==> src/rtl/nanosoc_pipe_pkg.sv <==
// Shared definitions for nanosoc pipeline link stages.
// Holds the skid-buffer occupancy state type and the default payload width.
package nanosoc_pipe_pkg;

    localparam int unsigned DefaultDataW = 32;

    typedef enum logic [1:0] {
        StEmpty = 2'd0,
        StOne   = 2'd1,
        StTwo   = 2'd2
    } pipe_state_e;

endpackage

==> src/rtl/pipe_skid_buf.sv <==
// Two-entry skid buffer on the receiving end of a valid/ready pipeline link.
// ready_o is decoded from the state register only, so no combinational path from ready_i.
module pipe_skid_buf
    import nanosoc_pipe_pkg::*;
#(
    parameter int unsigned         DATA_W  = DefaultDataW,
    parameter logic [DATA_W-1:0]   RST_VAL = DATA_W'(32'hDEADBEEF)
) (
    input  logic              clk,
    input  logic              rst,
    input  logic              flush_i,
    input  logic              valid_i,
    output logic              ready_o,
    input  logic [DATA_W-1:0] d_i,
    output logic              valid_o,
    input  logic              ready_i,
    output logic [DATA_W-1:0] q_o,
    output logic [1:0]        count_o
);

    pipe_state_e       state_q, state_d;
    logic [DATA_W-1:0] main_q, main_d;
    logic [DATA_W-1:0] skid_q, skid_d;
    logic              push, pop;

    always_ff @(posedge clk or posedge rst) begin
        if (rst) begin
            state_q <= StEmpty;
            main_q  <= RST_VAL;
            skid_q  <= RST_VAL;
        end else begin
            state_q <= state_d;
            main_q  <= main_d;
            skid_q  <= skid_d;
        end
    end

    // Unused encoding reports neither valid nor ready, so nothing is accepted and then lost.
    always_comb begin
        valid_o = 1'b0;
        ready_o = 1'b0;
        count_o = 2'd0;
        case (state_q)
            StEmpty: begin
                ready_o = 1'b1;
            end
            StOne: begin
                valid_o = 1'b1;
                ready_o = 1'b1;
                count_o = 2'd1;
            end
            StTwo: begin
                valid_o = 1'b1;
                count_o = 2'd2;
            end
            default: begin
                valid_o = 1'b0;
            end
        endcase
    end

    assign push = valid_i & ready_o;
    assign pop  = valid_o & ready_i;
    assign q_o  = main_q;

    always_comb begin
        state_d = state_q;
        main_d  = main_q;
        skid_d  = skid_q;
        case (state_q)
            StEmpty: begin
                if (push) begin
                    state_d = StOne;
                    main_d  = d_i;
                end
            end
            StOne: begin
                if (push && pop) begin
                    main_d = d_i;
                end else if (push) begin
                    state_d = StTwo;
                    skid_d  = d_i;
                end else if (pop) begin
                    state_d = StEmpty;
                end
            end
            StTwo: begin
                if (pop) begin
                    state_d = StOne;
                    main_d  = skid_q;
                end
            end
            default: begin
                state_d = StEmpty;
            end
        endcase
        // Squash wins over any handshake on the same edge.
        if (flush_i) begin
            state_d = StEmpty;
            main_d  = RST_VAL;
        end
    end

endmodule

==> config.mk <==
export PLATFORM = sky130hd
export DESIGN_NAME = pipe_skid_buf
export DESIGN_NICKNAME = d
export VERILOG_FILES = /design/src/rtl/nanosoc_pipe_pkg.sv /design/src/rtl/pipe_skid_buf.sv
export SDC_FILE = /design/constraint.sdc
export NUM_CORES = 1
export LEC_CHECK = 0
export CAP_MARGIN = 5
export CORE_MARGIN = 2
export CORE_UTILIZATION = 35
export CTS_CLUSTER_DIAMETER = 60
export DETAILED_ROUTE_END_ITERATION = 10
export PLACE_DENSITY_LB_ADDON = 0.15
export SYNTH_ARGS = -nofsm -noshare
export SYNTH_HDL_FRONTEND = slang
export SYNTH_SLANG_ARGS = --single-unit
==> constraint.sdc <==
create_clock -name clk -period 2.6 [get_ports clk]
set_input_delay 0.52 -clock clk [delete_from_list [all_inputs] [get_ports clk]]
set_output_delay 0.52 -clock clk [all_outputs]
set_load 0.05 [all_outputs]
==> key figures, run 1 <==
STA
  • Final hold vios: 0
  • Hold Worst Slack: 488 ps
  • Tmin final: 2360 ps
  • Pins Over Slew Limit: 0
  • Max Fclk: 424 MHz
  • Worst-margin pin slew: approximately 560 ps
  • Endpoints failing setup: 0
  • Unrepaired setup endpoints after global routing: no
  • Final setup TNS: 0 ps
  • Slew headroom: 0.628
  • Tcrit/Tclk final: 0.907
  • Clk_skew: 5.63 ps

Critical path
  • WP buf/inv: 2
  • Kind of end point of the critical path: primary output
  • Crit-path slowest cell: clkdlybuf4s50_1
  • Worst R2R Start: state_q[0]
  • Worst path cell trace: inv_1, ha_1, clkdlybuf4s50_1
  • CP max stage delay: 800 ps
  • Top delay family on crit path: buffers and inverters
  • Worst Setup SP: state_q[1]
  • Critical Path RT: 2080 ps
  • CP Data Arrival Time: 1840 ps
  • Worst Setup Path Type: flip-flop to primary output
  • Crit Path Max Fanout: 4
  • CP startpoint kind: flip-flop

Pwr
  • Maximum VDD drop: between 0.0004 and 0.0005 V
  • Leakage power: 1.59 nW
  • Pwr Density: 1160 nW/µm²
  • Total Power: 0.00496 W

Run
  • Max-Cap Viols: 0

Run status
  • Outcome: complete, no violations

Global routing
  • First-pass GRT wire length: 12800 µm
  • Largest net degree at the start of global routing: 49
  • Initial antenna violation count: 0
  • Total grt overflow: 0
  • Vias in the first global route: 2516
  • GRT Total Usage: 0.164

Synthesis
  • Count of cell types in the netlist: 28
  • Fraction of the mapped netlist area in simple logic gates: 0.130
  • Post-synthesis compound-gate area fraction: 0.139
  • Mux contribution to synthesized area: 0.137
  • Synthesized area: 3200 µm²
  • Most common library cells after synthesis: dfstp_2, mux2_1, a211oi_1
  • Sequential share of the synthesized area: 0.534
  • Top post-synthesis cells by area: dfstp_2, dfrtp_1, mux2_1
  • Top-area cell type share of the netlist area: 0.394
  • Yosys Warn Count: 0
  • Post-synth EDFFs: 0
  • Top FF cell, synth: dfstp_2
  • Synth Area in Adders: 0.0195
  • Syn nets: approximately 320
  • Syn Area/Cell: 11.7 µm²
  • Post-synthesis cell count: ~270
  • FFs w/ async S/R, synth: 1.00
  • Post-synthesis cell type with the largest combined area: dfstp_2
  • Largest family of logic cells by synthesized area: compound AO/OA/AOI/OAI gates
  • Seq cells post-synth: 66
  • Most frequent cell after synthesis: dfstp_2
  • Post-Synth XOR/XNOR Area: 0

Route
  • Final wirelength: slightly below 8000 µm
  • DR iter-0 viols: 82
  • Routed vias/inst: ~5.3
  • Final ANT Viol Nets: 0
  • DR vias: 2431
  • Wire length on met1: 3650 µm
  • Top Layer Used: met4
  • Pre-Repair DR Iteration Count: 4
  • Post-route DRC: 0
  • WL/cell: 16.9 µm
  • Met3 wire len: 289 µm
  • Met2 wire length: 3690 µm

Clocking
  • H-tree levels: 3
  • Clk_lat worst skew: around 340 ps
  • Root buf cell: clkbuf_8
  • Clock Path Buffers: 2
  • Total CTS buffers: 9
  • CTS clk-pin slew, worst paths: 70 ps
  • CTS sink count: 66
  • CTS tree: done
  • Postcts setup bufs: 0

Place
  • PortBufs: 72
  • Hpwl dp: 5020 µm
  • Placed Cells: 440
  • Placer Congestion: 0.727

Floorplanning
  • Die area: 9930 µm²
  • Initial core utilization: 0.364
  • Die Y-Extent: 99.7 µm
  • Area of the core: 8810 µm²
  • Die Wd: 99.7 µm
  • Row cnt: 34
  • Top-level I/O count: 73

Hold path
  • Worst hold path type: flip-flop to flip-flop
  • Hold path start: skid_q[17]

Final layout
  • Area growth from synthesis to layout: 33.5%
  • # diodes: 0
  • Filler instances: 801
  • Layout Nets: approximately 390
  • Share of layout cells above drive strength 1: 0.256
  • Post-route insts no fill: 456
[placed cells by master, fill, tap and decap left out, drive strengths merged, types with 5 or more instances in the layout]
cell	Yosys	routed
a211oi	32	32
a21oi	25	25
buf	9	15
clkbuf	18	13
clkdlybuf4s50	0	68
dfrtp	18	18
dfstp	48	48
ha	5	5
mux2	32	32
mux2i	8	8
nor2b	25	25
nor3	9	9
nor4	24	24
[state kept, by name, summed over array words and instances, names as in the netlist]
name and flops:
skid_q 32, q_o 32, state_q 2
[final cells by class]
cell class              instances  area, µm²  share of cell area
flip-flops and latches         66       1710               0.400
multi-input cells             178       1380               0.323
repair buffers                 85        850               0.199
clock buffers                  13        149              0.0348
well taps                     108        135              0.0316
clock inverters                 3       40.0             0.00936
inverters                       3       11.3             0.00263
[cell families after synthesis]
kind of cell	after synthesis
DFF	66
buffers and inverters	30
adders and majority gates	5
AOI/OAI and AO/OA	63
and+or+nand+nor	70
muxes	40
[power by group]
| group | internal (W) | switching [W] |
|---|---|---|
| sequential | 0.00166 | 0.000223 |
| clock | 0.000468 | 0.000381 |
| combinational | 0.000834 | 0.00140 |
| total | 0.00296 | 0.00200 |
[metrics by stage]
step / instance area [µm²] / utilization / worst slack [ps]
2_1_floorplan: 3200 / - / 441
3_3_place_gp: 4090 / 0.464 / 383
4_1_cts: 4270 / 0.485 / 31.2
5_1_grt: 4280 / 0.486 / 154
3_5_place_dp: 4090 / 0.464 / 331
6_report: 4280 / 0.486 / 241
[path summary, 6_finish.rpt]
path,endpoint,slack (ps),depth (start not counted)
setup / recovery,count_o[0],240,3
hold / removal,skid_q[17],490,1
setup reg to reg,q_o[11],570,6
hold reg to reg,skid_q[17],490,1
max in group asynchronous,q_o[3],1460,3
min in group asynchronous,skid_q[29],540,2
[metal layers]
layer | track usage | vias to the layer above
met5 | 0 | -
met4 | 0.0601 | 0
met3 | 0.0351 | 7
met2 | 0.261 | 56
met1 | 0.219 | 1223
li1 | - | 1145
[timing repair]
action                                  4_1_cts  5_1_grt
gates resized for setup                       1        1
gates cloned                                  0        0
hold buffers                                  0        0
endpoints found under the setup margin        1        1
endpoints found under the hold margin         0        0
No activity file was read; power rests on OpenSTA's default activity.
==> inputs of run 2 (changes only) <==
--- a/config.mk
+++ b/config.mk
@@ -6,7 +6,6 @@
 export NUM_CORES = 1
 export LEC_CHECK = 0
 export CAP_MARGIN = 5
-export CORE_MARGIN = 2
 export CORE_UTILIZATION = 35
 export CTS_CLUSTER_DIAMETER = 60
 export DETAILED_ROUTE_END_ITERATION = 10
==> key figures, run 2 (synthesis gave the netlist of run 1 again) <==
Place
  • Placed Cells: roughly 440
  • PortBufs: 72
  • Placer Congestion: 0.722
  • Hpwl dp: 4430 µm

Clocking
  • Total CTS buffers: 9
  • CTS clk-pin slew, worst paths: 70 ps
  • Root buf cell: clkbuf_8
  • CTS tree: done
  • Clock Path Buffers: 2
  • H-tree levels: 3
  • Clk_lat worst skew: between 300 and 400 ps
  • CTS sink count: 66

Global routing
  • First-pass GRT wire length: 12300 µm
  • Vias in the first global route: 2365
  • Largest net degree at the start of global routing: between 60 and 70
  • Initial antenna violation count: 0
  • GRT Total Usage: 0.164
  • Total grt overflow: 0

Run status
  • Failing checks: design-rule violations
  • Outcome: complete, but fails checks

Hold path
  • Worst hold stages: 1
  • Worst hold path type: flip-flop to flip-flop
  • Hold path start: skid_q[24]

Route
  • DR vias: between 2000 and 2500
  • WL/cell: roughly 16 µm
  • Routed vias/inst: 5.18
  • Post-route DRC: 4
  • Pre-Repair DR Iteration Count: 7
  • Final ANT Viol Nets: 0
  • Final wirelength: 7340 µm
  • DR iter-0 viols: 131

Pwr
  • Total Power: between 0.004 and 0.005 W
  • Reg power frac: 0.388
  • NetSw: between 0.0015 and 0.002 W
  • Leakage power: roughly 1.6 nW
  • Switch share: 0.409
  • Int Pwr: 0.00287 W
  • Maximum VDD drop: around 0.00050 V
  • Clock network power share: 0.151
  • Comb pwr share: 0.461
  • Pwr Density: between 1000 and 1500 nW/µm²

Floorplanning
  • Area of the core: 8810 µm²
  • Die area: 9540 µm²
  • Initial core utilization: 0.364
  • Die Y-Extent: a little under 100 µm
  • Row cnt: 34
  • Top-level I/O count: 73
  • Die Wd: around 98 µm

STA
  • Final hold vios: 0
  • Hold Worst Slack: 490 ps
  • Unrepaired setup endpoints after global routing: no
  • Clk_skew: 5.79 ps
  • Final setup TNS: 0 ps
  • Tcrit/Tclk final: 0.900
  • Endpoints failing setup: 0
  • Max Fclk: 427 MHz
  • Tmin final: 2340 ps
  • Slew headroom: 0.562
  • Worst-margin pin slew: 657 ps
  • Pins Over Slew Limit: 0

Critical path
  • Worst R2R Start: state_q[0]
  • Worst Setup Path Type: flip-flop to primary output
  • Worst Setup SP: state_q[1]
  • CP startpoint kind: flip-flop
  • Kind of end point of the critical path: primary output
  • Crit Path Max Fanout: 4
  • CP Data Arrival Time: between 1500 and 2000 ps
  • Critical Path RT: 2080 ps
  • Worst reg-to-reg path cell count: 6

Final layout
  • Commonest non-fill, non-tap cells in the layout: clkdlybuf4s50_1, dfstp_2, mux2_1, a211oi_1, nor2b_1
  • Post-route insts no fill: 453
  • Most common cell after layout, fill and taps aside: clkdlybuf4s50_1
  • Layout Nets: 382
  • # diodes: 0
  • Share of layout cells above drive strength 1: 0.249
  • Area growth from synthesis to layout: 32.5%
  • Filler instances: 800

Run
  • Max-Cap Viols: 0
run 2: layout make-up:
cell class	instances	area, µm²	area share
flip-flops and latches	66	1710	0.403
multi-input cells	178	1380	0.326
repair buffers	82	840	0.198
clock buffers	13	149	0.0351
well taps	108	135	0.0318
clock inverters	3	15.0	0.00354
inverters	3	11.3	0.00265
run 2: path summary, 6_finish.rpt:
path                       slack [ps]    endpoint
setup reg to reg                  650     q_o[27]
max in group asynchronous        1660      q_o[3]
min in group asynchronous         560  skid_q[22]
setup / recovery                  260  count_o[0]
hold / removal                    490  skid_q[24]
hold reg to reg                   490  skid_q[24]
run 2: power groups by stage:
stage                     clock, W  sequential, W  combinational [W]
after global placement           0        0.00188            0.00224
after CTS                 0.000766        0.00188            0.00226
after floorplan                  0        0.00242            0.00102
after global routing      0.000807        0.00194            0.00239
final                     0.000735        0.00188            0.00223
after detailed placement         0        0.00190            0.00227
run 2: worst max-delay path, stage by stage, from the launching register on:
cell and delay (ps):
dfrtp_1 400, inv_1 130, ha_1 170, clkdlybuf4s50_1 800
run 2: what timing repair did:
| action | in CTS | in global routing |
|---|---|---|
| endpoints found under the setup margin | 1 | 1 |
| hold buffers | 0 | 0 |
| pin swaps | 0 | 0 |
| gates resized for setup | 1 | 1 |
| buffers inserted | 0 | 0 |
run 2: metal layers:
metal,wire [µm],GRT usage,vias up,part of all wire
li1,-,-,1140,-
met1,3550,0.228,1161,0.48
met2,3460,0.253,40,0.47
met3,260,0.0381,5,0.035
met4,73,0.0524,0,0.0099
met5,0,0,-,0
run 2: metrics by stage:
stage | util | area, µm² | setup WS [ps]
after floorplan | - | 3200 | 441
after global placement | 0.463 | 4080 | 379
after detailed placement | 0.463 | 4080 | 349
after CTS | 0.482 | 4240 | 15.9
after global routing | 0.482 | 4250 | 158
final | 0.482 | 4250 | 259
